[src/rtl/fwd_hazard_unit.sv]
// Operand forwarding selects, load-use stall and multi-cycle EX hold
// for the five-stage pipeline, driven from two shadow destination slots.
module fwd_hazard_unit #(
    parameter int MUL_LATENCY = 4
) (
    input  logic       clk,
    input  logic       rst_n,
    input  logic [4:0] id_rs_field,
    input  logic [4:0] id_rt_field,
    input  logic       id_use_rs,
    input  logic       id_use_rt,
    input  logic       ex_valid,
    input  logic [4:0] ex_rs_field,
    input  logic [4:0] ex_rt_field,
    input  logic [4:0] ex_regdst,
    input  logic       ex_regwrite,
    input  logic       ex_memread,
    input  logic       ex_multicycle,
    input  logic       flush,
    output logic [1:0] forward_a,
    output logic [1:0] forward_b,
    output logic       stall,
    output logic       ex_hold,
    output logic       id_ex_bubble
);

    typedef enum logic {
        IDLE,
        BUSY
    } state_t;

    localparam bit MC_EN = (MUL_LATENCY > 1);
    localparam logic [3:0] CNT_INIT =
        MC_EN ? 4'(MUL_LATENCY - 2) : 4'd0;

    state_t     state;
    state_t     state_nx;
    logic [3:0] cnt;
    logic [3:0] cnt_nx;

    logic       mem_valid;
    logic       mem_regwrite;
    logic       mem_memread;
    logic [4:0] mem_dst;
    logic       wb_valid;
    logic       wb_regwrite;
    logic [4:0] wb_dst;

    logic       mem_hit_a;
    logic       mem_hit_b;
    logic       wb_hit_a;
    logic       wb_hit_b;
    logic       lu_src;
    logic       lu;
    logic       mc_req;
    logic       hold;
    logic       lu_stall;

    function automatic logic hit(
        input logic       v,
        input logic       w,
        input logic [4:0] d,
        input logic [4:0] src
    );
        return v & w & (d != 5'd0) & (d == src);
    endfunction

    assign mem_hit_a = hit(mem_valid, mem_regwrite, mem_dst, ex_rs_field);
    assign mem_hit_b = hit(mem_valid, mem_regwrite, mem_dst, ex_rt_field);
    assign wb_hit_a  = hit(wb_valid, wb_regwrite, wb_dst, ex_rs_field);
    assign wb_hit_b  = hit(wb_valid, wb_regwrite, wb_dst, ex_rt_field);

    // Newest producer (MEM) wins when both slots hold the same register.
    always_comb begin
        forward_a = 2'b00;
        priority case (1'b1)
            mem_hit_a: forward_a = 2'b01;
            wb_hit_a:  forward_a = 2'b10;
            default:   forward_a = 2'b00;
        endcase
    end

    always_comb begin
        forward_b = 2'b00;
        priority case (1'b1)
            mem_hit_b: forward_b = 2'b01;
            wb_hit_b:  forward_b = 2'b10;
            default:   forward_b = 2'b00;
        endcase
    end

    assign lu_src = (id_use_rs & (id_rs_field == ex_regdst))
                  | (id_use_rt & (id_rt_field == ex_regdst));

    assign lu = (state == IDLE) & ex_valid & ex_memread
              & ex_regwrite & (ex_regdst != 5'd0) & lu_src;

    assign mc_req = MC_EN & ex_valid & ex_multicycle;

    always_comb begin
        state_nx = state;
        cnt_nx   = cnt;
        hold     = 1'b0;
        lu_stall = 1'b0;
        if (flush) begin
            state_nx = IDLE;
            cnt_nx   = 4'd0;
        end else begin
            unique case (state)
                IDLE: begin
                    if (mc_req) begin
                        hold     = 1'b1;
                        state_nx = BUSY;
                        cnt_nx   = CNT_INIT;
                    end else if (lu) begin
                        lu_stall = 1'b1;
                    end
                end
                BUSY: begin
                    if (cnt != 4'd0) begin
                        hold   = 1'b1;
                        cnt_nx = cnt - 4'd1;
                    end else begin
                        state_nx = IDLE;
                    end
                end
            endcase
        end
    end

    // Outputs are forced low while reset is held, whatever EX presents.
    assign stall        = rst_n & (hold | lu_stall);
    assign ex_hold      = rst_n & hold;
    assign id_ex_bubble = rst_n & lu_stall;

    always_ff @(posedge clk or negedge rst_n) begin
        if (!rst_n) begin
            state <= IDLE;
            cnt   <= 4'd0;
        end else begin
            state <= state_nx;
            cnt   <= cnt_nx;
        end
    end

    always_ff @(posedge clk or negedge rst_n) begin
        if (!rst_n) begin
            mem_valid    <= 1'b0;
            mem_regwrite <= 1'b0;
            mem_memread  <= 1'b0;
            mem_dst      <= 5'd0;
            wb_valid     <= 1'b0;
            wb_regwrite  <= 1'b0;
            wb_dst       <= 5'd0;
        end else begin
            mem_valid    <= ex_valid & ~flush & ~hold;
            mem_regwrite <= ex_regwrite;
            mem_memread  <= ex_memread;
            mem_dst      <= ex_regdst;
            wb_valid     <= mem_valid;
            wb_regwrite  <= mem_regwrite;
            wb_dst       <= mem_dst;
        end
    end

    // A load still in MEM has no data yet; the load-use stall keeps
    // its consumer out of EX for that cycle.
    a_no_mem_load_fwd: assert property (
        @(posedge clk) disable iff (!rst_n)
        !(mem_memread & (mem_hit_a | mem_hit_b))
    );

endmodule

[config.mk]
export PLATFORM = sky130hd
export DESIGN_NAME = fwd_hazard_unit
export DESIGN_NICKNAME = d
export VERILOG_FILES = /design/src/rtl/fwd_hazard_unit.sv
export SDC_FILE = /design/constraint.sdc
export NUM_CORES = 1
export LEC_CHECK = 0
export CORE_ASPECT_RATIO = 1.4
export CORE_MARGIN = 3
export CORE_UTILIZATION = 46
export CTS_BUF_LIST = sky130_fd_sc_hd__clkbuf_16
export DETAILED_ROUTE_END_ITERATION = 6
export PLACE_DENSITY = 0.8
export SLEW_MARGIN = 40
export SYNTH_ARGS = -nofsm -noshare
export SYNTH_HDL_FRONTEND = slang
export SYNTH_SLANG_ARGS = --single-unit
[constraint.sdc]
create_clock -name clk -period 3.35 [get_ports clk]
set_clock_uncertainty 0.15 [all_clocks]
set_input_delay 0.67 -clock clk [delete_from_list [all_inputs] [get_ports clk]]
set_output_delay 0.67 -clock clk [all_outputs]
set_load 0.05 [all_outputs]
==> impl_metrics.env <==
export IMPL_status="finished clean"
export IMPL_wl_um=2790
export IMPL_placeableCoreArea_um2=2200
export IMPL_worst_path_buf_inv=2
export IMPL_syn_area_per_cell_um2=10.6
export IMPL_cts_tree="done"
export IMPL_cts_hold_buf=0
export IMPL_p_leak_nw=0.662
export IMPL_track_usage_pct=21.3
export IMPL_rsz0062_at_grt="false"
export IMPL_synth_cell_types=28
export IMPL_crit_family="buffers and inverters"
export IMPL_worstPathArrival_ns=2.41
export IMPL_cts_clk_slew_worst_paths_ns=0.05
export IMPL_grt_pass1_wl_um=4660
export IMPL_finish_utilization_pct=76.0
export IMPL_syn_area_um2=1080
export IMPL_gp_congestion=0.833
export IMPL_syn_num_nets=138
export IMPL_first_pass_iters=6
export IMPL_dpl_hpwl_um=2260
export IMPL_num_antenna_cells=0
export IMPL_slew_violations=0
export IMPL_worst_slew_pin_transition_ns=0.464
export IMPL_grt_pass1_vias=1071
export IMPL_drive_above_1_share_pct=12.9
export IMPL_cts_sinks=19
export IMPL_max_slew_margin_pct=68.8
export IMPL_grt_max_degree=20
export IMPL_startpoint_type="input pin"
export IMPL_die_area_um2=2980
export IMPL_fill_cells=141
export IMPL_max_stage_delay_ns=0.49
export IMPL_port_buffers=40
export IMPL_cts_root_buffer="clkbuf_16"
export IMPL_cts_buffers=3
export IMPL_ant_nets=0
export IMPL_synth_seq_cells=19
export IMPL_vias=948
export IMPL_hold_viol_final=0
export IMPL_synth_cells=102
export IMPL_powerDensity_nw_per_um2=375
export IMPL_drc=0
export IMPL_clock_latency_ns=0.25
export IMPL_area_growth_pct=54.5
export IMPL_synth_seq_area_share_pct=43.9
export IMPL_crit_path_max_fanout=4
export IMPL_path_class="in2out"
export IMPL_crit_path_top_delay_cell="clkdlybuf4s50_1"
export IMPL_wl_per_cell_um=16.5
export IMPL_drv_cap=0
export IMPL_rows=20
export IMPL_fin_crit_sh_pct=96.3
export IMPL_ios=41
export IMPL_viasPerCell=5.61
export IMPL_setup_tns_ns=0
export IMPL_cp_end_kind="output pin"
export IMPL_vdd_drop_max_mv=0.337
export IMPL_cp_required_ns=2.53
export IMPL_worstPathCellList="clkdlybuf4s50_1 > xor2_1 > nor4_1 > a32oi_1 > nor3_1 > buf_12"
export IMPL_yosys_warnings=0
export IMPL_setup_viol=0
export IMPL_cts_max_level=1
export IMPL_drt_initial_drc_count=19
export IMPL_gr_total_overflow=0
export IMPL_start_util_pct=49.2
export IMPL_die_h_um=63.4
export IMPL_nNetsFinal=184
export IMPL_die_w_um=47.0
export IMPL_hold_class="reg2reg"
export IMPL_ctsLongestPathBuffers=2
export IMPL_fin_crit_ns=3.23
export IMPL_antenna_found_initial=0
export IMPL_fmax_mhz=310
## worst register-to-register path, cell delays in order, from the launching register on
cell and delay (ns):
dfrtp_1 0.45, nor2b_1 0.20, a31oi_2 0.21, buf_4 0.18, nor2_1 0.06, a311oi_1 0.25
## registers in the layout, summed over array words and instances, names as in the netlist
signal        cells
cnt               4
mem_dst           5
mem_regwrite      1
mem_valid         1
state             1
wb_dst            5
wb_regwrite       1
wb_valid          1
## cell usage in the layout, fill, tap and decap left out, types with 4 or more instances in the layout
cell type,count
nand3_1,6
nor2b_1,4
xnor2_1,10
buf_12,7
xor2_1,20
dfrtp_1,19
nor3_1,5
clkdlybuf4s50_1,33
inv_1,4
or4_1,4
## repair_timing
action	4_1_cts	5_1_grt
endpoints found under the setup margin	0	1
gates resized for setup	0	1
buffers inserted	0	0
## where the power goes
part / switching (W) / leakage, nW / internal, W
sequential: 0.0000140 / 0.234 / 0.000242
clock: 0.0000814 / 0.0409 / 0.000160
combinational: 0.0000578 / 0.387 / 0.0000721
total: 0.000153 / 0.662 / 0.000474
## logic make-up after synthesis
family / count (synthesis) / synth area share [%]
and+or+nand+nor: 34 / 19.1
xor gates and xnor gates: 30 / 24.2
DFF: 19 / 43.9
AOI/OAI and AO/OA: 11 / 7.74
buffers and inverters: 6 / 2.77
adders and majority gates: 2 / 2.31
## synthesized netlist by cell type
library cell | count | area, um2
nand3_1 | 6 | 30.0
nor3_1 | 5 | 25.0
or4_1 | 4 | 30.0
buf_4 | 2 | 15.0
nor3b_1 | 1 | 7.51
nand2b_1 | 1 | 6.26
and2_0 | 1 | 6.26
nand3b_1 | 1 | 7.51
a31oi_1 | 1 | 6.26
nor2_1 | 2 | 7.51
inv_1 | 4 | 15.0
a311oi_1 | 1 | 8.76
a31oi_2 | 1 | 12.5
xnor2_1 | 10 | 87.6
a32oi_1 | 1 | 8.76
o31ai_1 | 1 | 7.51
ha_1 | 2 | 25.0
o211ai_1 | 1 | 7.51
o21ai_0 | 1 | 5.00
a21oi_1 | 3 | 15.0
nor2b_1 | 4 | 25.0
o211ai_2 | 1 | 12.5
nand2_1 | 3 | 11.3
dfrtp_1 | 19 | 475
nor4_1 | 3 | 18.8
xor2_1 | 20 | 175
nand4_1 | 1 | 6.26
nor4_2 | 2 | 25.0
## cell type report
class / instances / area, um2 / share of cell area, %
clock buffers: 3 / 75.1 / 4.48
clock inverters: 1 / 5.00 / 0.299
inverters: 4 / 15.0 / 0.897
multi-input cells: 77 / 583 / 34.8
flip-flops and latches: 19 / 475 / 28.4
well taps: 22 / 27.5 / 1.64
repair buffers: 43 / 493 / 29.4
## stage by stage
step,instance area [um2],std cells,total power [W],hold slack [ns],worst slack (ns)
after global routing,1670,169,0.000656,0.256,0.0688
after global placement,1590,165,0.000381,0.226,0.131
final,1670,169,0.000627,0.250,0.125
after detailed placement,1590,165,0.000388,0.230,0.0612
after CTS,1670,169,0.000631,0.247,0.0216
after floorplan,1080,102,0.000312,0.221,0.127
## per-layer routing
metal	share of wire [%]	routed length [um]	GRT usage (%)	vias to the layer above
li1	-	-	-	448
met1	36	1020	22.7	444
met2	56	1570	39.5	48
met3	5.8	163	3.71	8
met4	1.7	47	6.23	0
met5	0	0	0	-
## path summary, 6_finish.rpt
kind / startpoint / endpoint / slack (ns) / cells past startpoint
worst max-delay path: ex_regdst[2] / id_ex_bubble / 0.12 / 6
worst min-delay path: mem_valid$_DFF_PN0_ / wb_valid$_DFF_PN0_ / 0.25 / 0
worst max register to register: state$_DFF_PN0_ / cnt[1]$_DFFE_PN0P_ / 1.76 / 5
worst min register to register: mem_valid$_DFF_PN0_ / wb_valid$_DFF_PN0_ / 0.25 / 0
max in group asynchronous: rst_n / cnt[3]$_DFFE_PN0P_ / 2.18 / 2
min in group asynchronous: rst_n / mem_dst[3]$_DFF_PN0_ / 0.67 / 2
(Power assumes the default switching activity.)
